<file path="src/rtl/button_event.sv">
// button_event: press/release/hold/auto-repeat pulse generator for a clean button level
module button_event #(
  parameter int HOLD_CYCLES   = 1000,
  parameter int REPEAT_CYCLES = 200
) (
  input  logic       clk,
  input  logic       rst,
  input  logic       in,
  output logic       press,
  output logic       rel,
  output logic       hold,
  output logic       rpt,
  output logic       held,
  output logic [7:0] press_count
);
  typedef enum logic [1:0] {IDLE, PRESSED, HELD} state_t;
  localparam logic [15:0] HT = 16'(HOLD_CYCLES - 1);
  localparam logic [15:0] RT = 16'(REPEAT_CYCLES - 1);
  state_t      state;
  logic [15:0] cnt;
  logic        in_q;
  always_ff @(posedge clk) begin
    if (rst) begin
      state       <= IDLE;
      cnt         <= '0;
      in_q        <= 1'b0;
      press       <= 1'b0;
      rel         <= 1'b0;
      hold        <= 1'b0;
      rpt         <= 1'b0;
      held        <= 1'b0;
      press_count <= '0;
    end else begin
      in_q  <= in;
      press <= 1'b0;
      rel   <= 1'b0;
      hold  <= 1'b0;
      rpt   <= 1'b0;
      case (state)
        IDLE: if (in_q) begin
          state       <= PRESSED;
          cnt         <= '0;
          press       <= 1'b1;
          press_count <= press_count + 8'd1;
        end
        PRESSED: if (!in_q) begin
          state <= IDLE;
          cnt   <= '0;
          rel   <= 1'b1;
        end else if (cnt == HT) begin
          state <= HELD;
          cnt   <= '0;
          hold  <= 1'b1;
          held  <= 1'b1;
        end else cnt <= cnt + 16'd1;
        HELD: if (!in_q) begin
          state <= IDLE;
          cnt   <= '0;
          rel   <= 1'b1;
          held  <= 1'b0;
        end else if (cnt == RT) begin
          cnt <= '0;
          rpt <= 1'b1;
        end else cnt <= cnt + 16'd1;
        default: begin
          state <= IDLE;
          cnt   <= '0;
          held  <= 1'b0;
        end
      endcase
    end
  end
endmodule

</file>
<file path="config.mk">
export PLATFORM = sky130hd
export DESIGN_NAME = button_event
export DESIGN_NICKNAME = d
export VERILOG_FILES = /design/src/rtl/button_event.sv
export SDC_FILE = /design/constraint.sdc
export NUM_CORES = 1
export LEC_CHECK = 0
export CELL_PAD_IN_SITES_DETAIL_PLACEMENT = 2
export CELL_PAD_IN_SITES_GLOBAL_PLACEMENT = 2
export CORE_MARGIN = 8
export CORE_UTILIZATION = 29
export DETAILED_ROUTE_END_ITERATION = 10
export GPL_ROUTABILITY_DRIVEN = 0
export PLACE_DENSITY_LB_ADDON = 0.1
export SLEW_MARGIN = 20
export SYNTH_ARGS = -nofsm -noshare
export SYNTH_HDL_FRONTEND = slang
export SYNTH_SLANG_ARGS = --single-unit
</file>
<file path="constraint.sdc">
create_clock -name clk -period 3.2 [get_ports clk]
set_input_delay 0.8 -clock clk [delete_from_list [all_inputs] [get_ports clk]]
set_output_delay 0.8 -clock clk [all_outputs]
set_load 0.02 [all_outputs]
</file>
==> run metrics <==
first-pass GRT wire length=7820 um; status=complete, no violations; Post-synth top flop=dfxtp_1; critical path, cell by cell=ha_1 > or4bb_1 > nor4_1 > o22ai_2 > buf_4 > a21o_1 > a22o_1; Gate power share=6.7%; max-slew violation count=0; area grow syn2layout=20.0%; clock tree buffer depth=2; CTS tree=done; Congestion Overflow GR=0; largest net degree at the start of global routing=27; Hold Crit Class=flop to flop; chip width=90.1 um; ANT nets after route=0; Peak supply drop=between 0.15 and 0.2 mV; Synth Area per Inst=8.50 sq um; R2R Setup Slk=0.79 ns; reg2reg path depth=7; Root Driver=clkbuf_8; fin crit period=about 2.4 ns; Via Count=1474; core area=5410 sq um; Net Sw Power=0.198 mW; CP required=between 3 and 4 ns; area leader, netlist=dfxtp_1; Starting Density=29.4%; Clk Latency, worst-skew pair=0.29 ns; crit path from=cnt[0]; Post-synth EDFFs=0; WS Path Type=flop to flop; Clock Pin Slew Worst Setup and Hold Paths=0.07 ns; post-synthesis simple-gate area fraction=29.7%; antenna violations before repair=0; Crit Path Max Fanout=26; PwrDens=between 400 and 500 nW/um^2; FP Rows=27; yosys warns=0; Leak Pwr=about 0.6 nW; TritonRoute pass-1 iters=3; Die Footprint=8110 sq um; Post-DP Area=1820 sq um; Tot GR Track Use=around an eighth; Die Ht=90.1 um; WL/cell=16.4 um; initial detailed-routing violation count=40; hold_sp=cnt[15]; Hold Vio Cnt, Final=0; register area share after synthesis=40.3%; Cell Area, Synth=between 1500 and 2000 sq um; flops & latches, synth=32; Synth area leaders=dfxtp_1 40%, nand3_1 5.7%, a31oi_1 4.7%; nets=211; Sw Ratio=25.0%; Async SR Flop Fraction=0%; port bufs=15; total CTS buffers=5; Int Pwr=0.594 mW; Num Clock Sinks=32; Syn Nets=195; vias per cell=5.34; worst reg2reg path startpoint=cnt[0]; CP endpoint kind=flop; DRC Markers=0; Sequential Power Share=51.3%; RSZ-0062 raised after global routing=false; DP HPWL=3260 um; Netlist cell types=43; fin area=between 1500 and 2000 sq um; fin crit share=approximately three quarters; post-synth top area share=40.3%; Critical Path End=cnt[11]; Clock Power Share=between 40% and 50%; CP startpoint kind=flop; biggest cell delay along the critical path=0.41 ns; WHS Path Cells=1; fmax=416 MHz; Post-Synthesis Cells=187; layout cells sized above 1=9.80%; postcts setup bufs=0; Max Cap Viol=0; largest family of logic cells by synthesized area=simple AND/OR/NAND/NOR gates; ANT cells=0; Post-Synth Adder-Cell Area=3.93%; Gates resized, CTS repair=0; final wirelength=around 4500 um; mux share of post-synthesis cell area=1.89%; Setup-failing EPs final=0; slew margin rel.=between 40% and 50%; number of global-route vias before repair=1560; # fillers=about 640; setup_tns=0 ns; reg2reg end=cnt[11]; crit path DAT=2.59 ns; Layout Utilization=35.3%; Synth Area in Compound Gates=between 10% and 20%; Worst-Margin Slew=0.889 ns; hold buffers post-CTS=0; htree depth=2; xor and xnor area share after synthesis=3.86%; num ports=16; Critical-path top delay cell=or4bb_1; Fin Clk Skew=slightly above 0.008 ns
[how the worst min path moves through the flow]
stage,slack (ns),to
finish,0.48,cnt[15]
CTS,0.48,cnt[15]
detailed placement,0.46,cnt[15]
global placement,0.46,cnt[15]
global route,0.51,cnt[15]
floorplan,0.44,cnt[15]
[flip-flops by register name, indices dropped and copies added (netlist names)]
name and count:
in_q 1, held 1, rel 1, cnt 16, rpt 1, hold 1, state 2, press_count 8
press 1
[kinds of logic after synthesis]
logic type,Yosys count
AND/OR/NAND/NOR,84
adder cells (fa/ha/maj),5
XOR/XNOR,7
AO/OA/AOI/OAI,37
buffers and inverters,19
flip-flops,32
multiplexers,3
[synth_stat cells (all sizes together) (4+ instances only)]
cell    number
a21oi       12
ha           5
nand3       19
dfxtp       32
clkbuf       4
xor2         4
nand2       14
nor4         5
buf          6
inv          9
nor2        16
a31oi       12
[final cells by class]
| type | count | area, sq um | area share (%) |
|---|---|---|---|
| timing repair buffer | 19 | 180 | 9.44 |
| inverter | 9 | 33.8 | 1.77 |
| sequential | 32 | 641 | 33.6 |
| multi-input combinational | 136 | 871 | 45.6 |
| clock inverter | 2 | 10.0 | 0.525 |
| tap | 72 | 90.1 | 4.72 |
| clock buffer | 6 | 82.6 | 4.33 |
[stage by stage]
step | setup slack, ns | hold slack [ns] | total power [mW] | instances
after CTS | 0.776 | 0.477 | 0.804 | 276
after floorplan | 1.18 | 0.439 | 0.449 | 187
after global routing | 0.533 | 0.507 | 0.825 | 276
final | 0.795 | 0.479 | 0.792 | 276
after detailed placement | 0.693 | 0.461 | 0.470 | 268
after global placement | 0.763 | 0.464 | 0.468 | 268
[metal layers]
metal  share of wire, %  track usage, %
met5                  0               0
met4                2.1            4.58
met3                3.5            3.57
met2                 49            19.4
met1                 45            13.6
[cells in the final DEF (no fill, tap or decap), types with 2 or more instances in the layout]
cell	instances
mux2i_1	3
nor3_1	3
nand3b_1	2
a211oi_1	2
buf_4	4
nand4_1	3
a21oi_1	12
xnor2_1	3
nor2_1	16
nor4_1	4
clkbuf_8	6
a41oi_1	2
nand2_1	14
nand2b_1	3
nor2b_1	3
dfxtp_1	32
clkdlybuf4s50_1	15
or3_1	2
a31oi_1	12
nand4b_1	3
inv_1	9
nand3_1	18
o21ai_0	2
xor2_1	4
ha_1	5
clkinv_2	2
or4_4	3
and3_1	3
[critical path: cells and delay by family (launching register included)]
kind	cells	cell delay (ns)
buffers and inverters	1	0.24
adder cells (fa/ha/maj)	1	0.30
AO/OA/AOI/OAI	3	0.55
AND/OR/NAND/NOR	2	0.82
flip-flops	1	0.40
[power by group through the flow]
stage	clock, mW	sequential [mW]	combinational, mW
global placement	0	0.415	0.0528
CTS	0.343	0.406	0.0544
finish	0.332	0.406	0.0532
global route	0.359	0.407	0.0597
floorplan	0	0.418	0.0311
detailed placement	0	0.415	0.0543
Power figures use the tool's default switching activity.
